## src/rtl/cntr_reg_pkg.sv

```systemverilog
// Shared definitions for the loadable down-counter and its shadow reload register.
package cntr_reg_pkg;

    localparam int CNTR_WIDTH_DEFAULT = 8;

    typedef logic [CNTR_WIDTH_DEFAULT-1:0] cntr_val_t;

endpackage

```

## src/rtl/cntr_shadow_reg.sv

```systemverilog
// Holds the last loaded start value so the counter can be restarted without new data.
module cntr_shadow_reg
    import cntr_reg_pkg::*;
#(
    parameter int WIDTH = CNTR_WIDTH_DEFAULT
) (
    input  logic             clk,
    input  logic             rst,
    input  logic             en,
    input  logic [WIDTH-1:0] d,
    output logic [WIDTH-1:0] q
);

    always_ff @(posedge clk) begin
        if (!rst) begin
            q <= '0;
        end else if (en) begin
            q <= d;
        end
    end

endmodule

```

## src/rtl/cntr_reg_8bit.sv

```systemverilog
// Loadable down-counter that saturates at zero, with shadow reload and terminal-count flag.
module cntr_reg_8bit
    import cntr_reg_pkg::*;
#(
    parameter int WIDTH = CNTR_WIDTH_DEFAULT
) (
    input  logic             clk,
    input  logic             rst,
    input  logic             load,
    input  logic             re_load,
    input  logic [WIDTH-1:0] data_in,
    output logic [WIDTH-1:0] data_out,
    output logic             tc
);

    localparam logic [WIDTH-1:0] ONE = {{(WIDTH-1){1'b0}}, 1'b1};

    logic [WIDTH-1:0] cnt;
    logic [WIDTH-1:0] cnt_next;
    logic [WIDTH-1:0] shadow;

    cntr_shadow_reg #(
        .WIDTH(WIDTH)
    ) u_shadow (
        .clk(clk),
        .rst(rst),
        .en (load),
        .d  (data_in),
        .q  (shadow)
    );

    // data_in is only selected under load, so its value never leaks otherwise.
    always_comb begin
        cnt_next = cnt;
        if (load) begin
            cnt_next = data_in;
        end else if (re_load) begin
            cnt_next = shadow;
        end else if (cnt != '0) begin
            cnt_next = cnt - ONE;
        end
    end

    always_ff @(posedge clk) begin
        if (!rst) begin
            cnt <= '0;
        end else begin
            cnt <= cnt_next;
        end
    end

    assign data_out = cnt;
    assign tc       = (cnt == '0);

endmodule

```

## config.mk

```make
export PLATFORM = sky130hd
export DESIGN_NAME = cntr_reg_8bit
export DESIGN_NICKNAME = d
export VERILOG_FILES = /design/src/rtl/cntr_reg_pkg.sv /design/src/rtl/cntr_shadow_reg.sv /design/src/rtl/cntr_reg_8bit.sv
export SDC_FILE = /design/constraint.sdc
export NUM_CORES = 1
export LEC_CHECK = 0
export ABC_AREA = 1
export CORE_MARGIN = 1
export CORE_UTILIZATION = 45
export CTS_BUF_LIST = sky130_fd_sc_hd__clkbuf_4
export CTS_CLUSTER_DIAMETER = 80
export DETAILED_ROUTE_END_ITERATION = 16
export PLACE_DENSITY = 0.77
export SYNTH_ARGS = -nofsm -noshare
export SYNTH_HDL_FRONTEND = slang
export SYNTH_SLANG_ARGS = --single-unit
```

## constraint.sdc

```tcl
create_clock -name clk -period 1.3 [get_ports clk]
set_clock_uncertainty 0.2 [all_clocks]
set_input_delay 0.39 -clock clk [delete_from_list [all_inputs] [get_ports clk]]
set_output_delay 0.39 -clock clk [all_outputs]
set_load 0.1 [all_outputs]
```

# Word level (Yosys, flattened, before mapping)
# Index checks and enable logic that the tools add are counted.
totals:
  in_bits: 12
  ff_bits: 16
  word_cells: 9
  output_inout_bits: 9
op_classes:
  reduce_logical: 3
  n_addsub: 1
  n_mux: 3
ops:
  columns: ["op", "count"]
  rows:
  - ["8-bit 2-to-1 mux", 3]
  - ["8-bit zero test", 1]
  - ["8-bit nonzero test", 1]
  - ["8-bit by 1-bit subtractor with 8-bit output, second input constant", 1]
  - ["3-bit nonzero test", 1]

# Logic depth before layout (Yosys ltp)
# Gate-level depths: netlist (run 1).
depth:
  depth_word: 4
  ltp_mapped: 9
  depth_no_buf: 9

# Modules after synthesis
# Synthesis (run 1) repeated with hierarchy kept, for this count alone.
hier_totals:
  cells_unflattened: 153
  area_unflattened_um2: 1011.0
modules_own_cells:
  columns: ["mod", "n_inst", "seq_area_each_um2", "cells_each", "area_per_inst_um2"]
  rows:
  - ["cntr_reg_8bit", 1, 160.2, 102, 654.4]
  - ["cntr_shadow_reg", 1, 160.2, 51, 356.6]

# Worst setup path before layout (run 1)
# OpenSTA, ideal clock, no wires.
synth_timing:
  path_type: "register -> register"
  start: "reg cnt[1] (netlist: data_out[1])"
  end: "reg cnt[0] (netlist: data_out[0])"
  setup_slack_ps: -1371
  arrival_time_ps: 2353
  stages_incl_launch_ff: 8
  setup_ps: 118
  cell_sequence: "dfxtp_1 -> inv_1 -> ha_1 -> inv_1 -> nor3_4 -> nand2_4 -> o21ai_0 -> nor2_1"
synth_between:
  elab_chain_len: 2
synth_rtl:
  columns: ["element", "line_no", "rtl"]
  rows:
  - ["start, declared", "cntr_reg_8bit.sv:18", "logic [WIDTH-1:0] cnt;"]
  - ["start signal, assigned", "cntr_reg_8bit.sv:48", "cnt <= cnt_next;"]
  - ["8-bit nonzero test", "cntr_reg_8bit.sv:39", "end else if (cnt != '0) begin"]
  - ["3-bit nonzero test (no source line)", null, null]
# Every way passes these cells.
# A chain may end at the register's enable or synchronous reset.

# Final worst setup path (run 1)
layout_timing:
  start: "reg cnt[3] (netlist: data_out[3])"
  end: "out tc"
layout_between:
  elab_chain_len: 1
layout_rtl:
  columns: ["element", "line_no", "rtl"]
  rows:
  - ["8-bit zero test", "cntr_reg_8bit.sv:53", "assign tc = (cnt == '0);"]
  - ["end, declared", "cntr_reg_8bit.sv:13", "output logic tc"]
# Every way passes these cells.

==> flow_metrics.env, run 1 <==
export IMPL_syn_area_um2=842.1
export IMPL_nNetsFinal=200
export IMPL_crit_path_end="tc"
export IMPL_dieArea_um2=2048
export IMPL_start_util=0.4824
export IMPL_cts_root_buffer="clkbuf_4"
export IMPL_period_share=1.480
export IMPL_rsz0062_at_grt="true"
export IMPL_crit_buf_inv=1
export IMPL_r2r_end="data_out[1]"
export IMPL_yosys_top_cells_area="dfxtp_1 38%, nand2_1 19%, a21oi_1 7.7%"
export IMPL_seq_area_um2=350.3
export IMPL_numPortBuffers=20
export IMPL_num_rows=15
export IMPL_drv_slew=0
export IMPL_netlist_instances=127
export IMPL_r2r_slack_ns=-0.34
export IMPL_overflow=0
export IMPL_grt_pass1_vias=1009
export IMPL_post_place_cells=200
export IMPL_layout_setup_ws_ns=-0.6243
export IMPL_drt_initial_drc_count=60
export IMPL_core_um2=1745
export IMPL_syn_area_per_cell_um2=6.630
export IMPL_critPathLaunch="data_out[3]"
export IMPL_vias=1157
export IMPL_multiInputGateArea_um2=536.8
export IMPL_startpoint_type="flop"
export IMPL_whs_ns=0.2853
export IMPL_grt_max_degree=10
export IMPL_wl_per_cell_um=17.00
export IMPL_min_period_ns=1.924
export IMPL_synth_area_leader_cell="dfxtp_1"
export IMPL_clk_pin_slew_ns=0.09
export IMPL_cts_buffers=3
export IMPL_synth_nets=141
export IMPL_p_leak_nw=0.7568
export IMPL_post_dp_hpwl_um=1915
export IMPL_hold_class="flop to flop"
export IMPL_cts_tree="done"
export IMPL_setup_tns_ns=-4.797
export IMPL_slew_headroom=0.8044
export IMPL_crit_slowest_cell="dfxtp_4"
export IMPL_clockBufferDepth=2
export IMPL_crit_chain="nor2_4 > nand2_2 > nor3_4 > buf_12"
export IMPL_antenna_found_initial=0
export IMPL_worst_slew_pin_slew_ns=0.2903
export IMPL_outcome="complete, but fails checks"
export IMPL_areaGrowthSynthToFinish_pct=89.75
export IMPL_via_per_inst=5.536
export IMPL_drive_gt1_frac=0.4837
export IMPL_fmax_mhz=519.7
export IMPL_wl_um=3553
export IMPL_stdcell_count=209
export IMPL_yosysTopAreaCellShare=0.3804
export IMPL_ir_worst_vdd_v=0.0008448
export IMPL_crit_arrival_ns=1.33
export IMPL_path_depth=4
export IMPL_gp_congestion=0.9351
export IMPL_pin_count=21
export IMPL_num_antenna_cells=0
export IMPL_maxCapViolCount=0
export IMPL_path_class="flop to output pin"
export IMPL_die_x_um=45.26
export IMPL_final_hold_violation_count=0
export IMPL_cts_htree_levels=1
export IMPL_cp_top_family="simple AND/OR/NAND/NOR gates"
export IMPL_dr_pass1_iters=4
export IMPL_r2r_cells=8
export IMPL_grt_pass1_wl_um=4554
export IMPL_cts_sinks=16
export IMPL_drc=0
export IMPL_cp_max_fo=2
export IMPL_finalSetupViolations=17
export IMPL_worst_path_largest_cell_delay_ns=0.37
export IMPL_power_density_nw_per_um2=1049
export IMPL_ctsHoldBuffers=0
export IMPL_clock_latency_ns=0.29
export IMPL_reg2reg_from="data_out[3]"
export IMPL_ys_warn_count=0
export IMPL_nFillCells=65
export IMPL_cp_required_ns=0.71
export IMPL_drtAntennaViolNets=0
export IMPL_final_util=0.9154
export IMPL_end_kind="output pin"
export IMPL_synth_sequential_area_ratio=0.3804
export IMPL_synth_seq_cells=16
export IMPL_violations="negative setup slack"
export IMPL_ys_types=21
export IMPL_die_y_um=45.26
export IMPL_globalRouteTotalUtil=0.3134
## cell usage after synthesis
| cell | n |
|---|---|
| o21ai_0 | 5 |
| a21oi_1 | 13 |
| nor2_2 | 2 |
| a31oi_1 | 1 |
| clkinv_1 | 1 |
| dfxtp_1 | 16 |
| nor3_4 | 1 |
| nand2_1 | 43 |
| nor2_1 | 12 |
| o22ai_1 | 1 |
| nand2_2 | 1 |
| clkinv_2 | 1 |
| buf_4 | 1 |
| o31ai_1 | 1 |
| a21oi_2 | 1 |
| inv_2 | 1 |
| nand3_1 | 6 |
| a21boi_0 | 3 |
| inv_1 | 14 |
| nand2_4 | 1 |
| ha_1 | 2 |
## final cells by class
| cell class | instances | area share |
|---|---|---|
| repair buffers | 55 | 0.3634 |
| multi-input cells | 93 | 0.3359 |
| flip-flops and latches | 16 | 0.2193 |
| inverters | 17 | 0.04777 |
| well taps | 25 | 0.01958 |
| clock buffers | 3 | 0.01410 |
## through the flow
step,setup slack [ns],power [mW],cell area (um2)
6_report,-0.6243,1.676,1598
5_1_grt,-0.6639,1.726,1598
4_1_cts,-0.5519,1.573,1538
3_5_place_dp,-0.5648,1.285,1431
3_3_place_gp,-0.4704,1.260,1431
2_1_floorplan,-0.9044,0.9656,899.6
## worst min path at each step
stage                   from       endpoint  slack (ns)  cells past startpoint
2_1_floorplan  u_shadow.q[1]  u_shadow.q[1]        0.25                      2
3_3_place_gp   u_shadow.q[5]  u_shadow.q[5]        0.26                      2
3_5_place_dp   u_shadow.q[5]  u_shadow.q[5]        0.26                      2
4_1_cts        u_shadow.q[5]  u_shadow.q[5]        0.28                      2
5_1_grt        u_shadow.q[7]  u_shadow.q[7]        0.31                      2
6_report       u_shadow.q[7]  u_shadow.q[7]        0.29                      2
## kinds of logic after synthesis
kind of cell / after synthesis / synth area share
AOI/OAI and AO/OA: 25 / 0.1679
adders and majority gates: 2 / 0.02971
and+or+nand+nor: 66 / 0.3358
buffers and inverters: 18 / 0.08617
DFF: 16 / 0.3804
## registers in the layout, indices dropped and copies added, names as in the netlist
| name | cells |
|---|---|
| u_shadow.q | 8 |
| data_out | 8 |
## layer usage
metal,GRT usage,part of all wire,wire [um]
met5,0,0,0
met4,0.1758,0.060,212
met3,0.03600,0.075,267
met2,0.5333,0.50,1778
met1,0.3799,0.36,1295
## what timing repair did
item | 4_1_cts | 5_1_grt
pin swaps | 3 | 3
resized for setup | 27 | 15
setup buffers | 4 | 8
setup endpoints to repair | 25 | 17
## worst reg2reg max path, stage by stage (launching register included)
cell     delay, ns
dfxtp_4       0.37
nor2_4        0.12
nand2_2       0.09
nor3_4        0.26
buf_4         0.19
nand2_4       0.09
nand2_1       0.10
nand2_1       0.08
a21oi_2       0.10
## report_power, final
group          internal, mW  switching [mW]  leakage (nW)
logic                 0.356           0.508         0.606
clock network         0.108           0.150        0.0138
registers             0.526          0.0275         0.137
## layout by cell type (no fill, tap or decap), types with 4 or more instances in the layout
master / n
nor2_1: 6
inv_1: 8
inv_4: 4
nand3_1: 5
buf_12: 9
dfxtp_4: 8
dfxtp_1: 8
buf_6: 8
nand2_1: 36
clkdlybuf4s50_1: 9
nor2_2: 5
buf_4: 27
a21oi_1: 13
nand2_2: 7
Power figures use the tool's default switching activity.
==> inputs of run 2 (changes only) <==
CORE_MARGIN = 5   (was 1)
==> run 2 against run 1 <==
Net effect: the flow still finishes with violations (negative setup slack); sequential power about the same; cell count up 1.9%; critical path depth up 1; wire length up 13%; first-iteration DRC count up 47%; power up 3.8%; setup slack worse by 0.016 ns; critical path type unchanged; critical endpoint unchanged; largest cell class unchanged.
==> flow_metrics.env, run 2 (synthesis gave the netlist of run 1 again) <==
export IMPL_worst_path_largest_cell_delay_ns=0.37
export IMPL_final_area_um2=1654
export IMPL_num_rows=15
export IMPL_overflow=0
export IMPL_die_x_um=53.26
export IMPL_p_leak_nw=0.7836
export IMPL_clockBufferDepth=2
export IMPL_crit_chain="inv_4 > ha_4 > inv_2 > nor3_4 > buf_12"
export IMPL_crit_slowest_cell="dfxtp_4"
export IMPL_cts_tree="done"
export IMPL_worst_slew_pin_slew_ns=0.2689
export IMPL_final_util=0.9477
export IMPL_setup_tns_ns=-5.072
export IMPL_grt_pass1_wl_um=4609
export IMPL_ctsHoldBuffers=0
export IMPL_drtAntennaViolNets=0
export IMPL_end_kind="output pin"
export IMPL_drive_gt1_frac=0.4734
export IMPL_crit_arrival_ns=1.35
export IMPL_pin_count=21
export IMPL_stdcell_count=213
export IMPL_post_dp_hpwl_um=2057
export IMPL_areaGrowthSynthToFinish_pct=96.43
export IMPL_maxCapViolCount=0
export IMPL_grt_max_degree=10
export IMPL_layout_commonest_cell="nand2_1"
export IMPL_clk_pin_slew_ns=0.10
export IMPL_cts_buffers=3
export IMPL_globalRouteTotalUtil=0.2238
export IMPL_antenna_found_initial=0
export IMPL_min_period_ns=1.940
export IMPL_cts_sinks=16
export IMPL_startpoint_type="flop"
export IMPL_fmax_mhz=515.3
export IMPL_ir_worst_vdd_v=0.0008785
export IMPL_period_share=1.493
export IMPL_dieArea_um2=2836
export IMPL_num_antenna_cells=0
export IMPL_power_density_nw_per_um2=1052
export IMPL_slew_headroom=0.8191
export IMPL_postPlaceCellArea_um2=1439
export IMPL_drt_initial_drc_count=88
export IMPL_drc=0
export IMPL_final_hold_violation_count=0
export IMPL_wl_per_cell_um=18.91
export IMPL_drv_slew=0
export IMPL_die_y_um=53.26
export IMPL_final_cell_mix="39 x nand2_1, 28 x buf_4, 12 x a21oi_1"
export IMPL_layout_setup_ws_ns=-0.6404
export IMPL_hold_class="flop to flop"
export IMPL_start_util=0.4824
export IMPL_core_um2=1745
export IMPL_violations="negative setup slack"
export IMPL_via_per_inst=5.822
export IMPL_numPortBuffers=20
export IMPL_path_class="flop to output pin"
export IMPL_outcome="complete, but fails checks"
export IMPL_finalSetupViolations=17
export IMPL_vias=1240
export IMPL_grt_pass1_vias=1105
export IMPL_cts_htree_levels=1
export IMPL_cp_max_fo=3
export IMPL_dr_pass1_iters=4
export IMPL_cp_required_ns=0.71
export IMPL_post_place_cells=201
export IMPL_cts_root_buffer="clkbuf_4"
export IMPL_nNetsFinal=203
export IMPL_gp_congestion=0.8471
export IMPL_clock_latency_ns=0.30
export IMPL_wl_um=4028
export IMPL_rsz0062_at_grt="true"
==> run 2: cell count changes in the layout (fill, tap and decap cells not counted), sizes merged <==
| cell | change |
|---|---|
| clkdlybuf4s50 | -1 |
| clkinvlp | +2 |
| dlymetal6s2s | +1 |
| buf | +2 |
==> run 2: area by class of cell <==
class                      count  area [um2]
timing repair buffer          57       601.8
fill                          51       91.34
clock inverter                 1       3.754
sequential                    16       350.3
timing repair inverter         1       5.005
inverter                      17       76.32
clock buffer                   3       22.52
multi-input combinational     93       563.0
tap                           25       31.28
==> run 2: critical path, delay by kind of cell, from the launching register on <==
kind | cells | cell delay [ns]
DFF | 1 | 0.37
adders and majority gates | 1 | 0.13
and+or+nand+nor | 1 | 0.23
buffers and inverters | 3 | 0.32
==> run 2: where the power goes <==
group | internal, mW | total (mW) | switching [mW]
logic | 0.369 | 0.903 | 0.534
registers | 0.526 | 0.555 | 0.0281
clock network | 0.112 | 0.282 | 0.170
==> run 2: per-stage QoR <==
| stage | hold WS, ns | setup WS, ns | total power [mW] |
|---|---|---|---|
| after floorplan | 0.2465 | -0.9044 | 0.9656 |
| after global placement | 0.2676 | -0.5229 | 1.264 |
| after detailed placement | 0.2695 | -0.6147 | 1.287 |
| after CTS | 0.2820 | -0.5753 | 1.584 |
| after global routing | 0.3208 | -0.6890 | 1.793 |
| final | 0.2913 | -0.6404 | 1.739 |
==> run 2: routing by layer <==
metal,vias up,part of all wire,track usage
met4,0,0.065,0.1064
li1,529,-,-
met2,111,0.46,0.4204
met3,36,0.096,0.03099
met1,564,0.37,0.2393
met5,-,0,0
==> run 2: path summary, 6_finish.rpt <==
path	startpoint	to	slack, ns	depth (start not counted)
setup / recovery	data_out[0]	tc	-0.64	5
hold / removal	u_shadow.q[7]	u_shadow.q[7]	0.29	2
setup reg to reg	data_out[0]	data_out[1]	-0.37	9
hold reg to reg	u_shadow.q[7]	u_shadow.q[7]	0.29	2
==> run 2: repair_timing <==
item	in CTS	in global routing
gates resized for setup	19	29
endpoints found under the setup margin	24	21
setup buffers	2	11
gates cloned	0	1
pin swaps	6	10
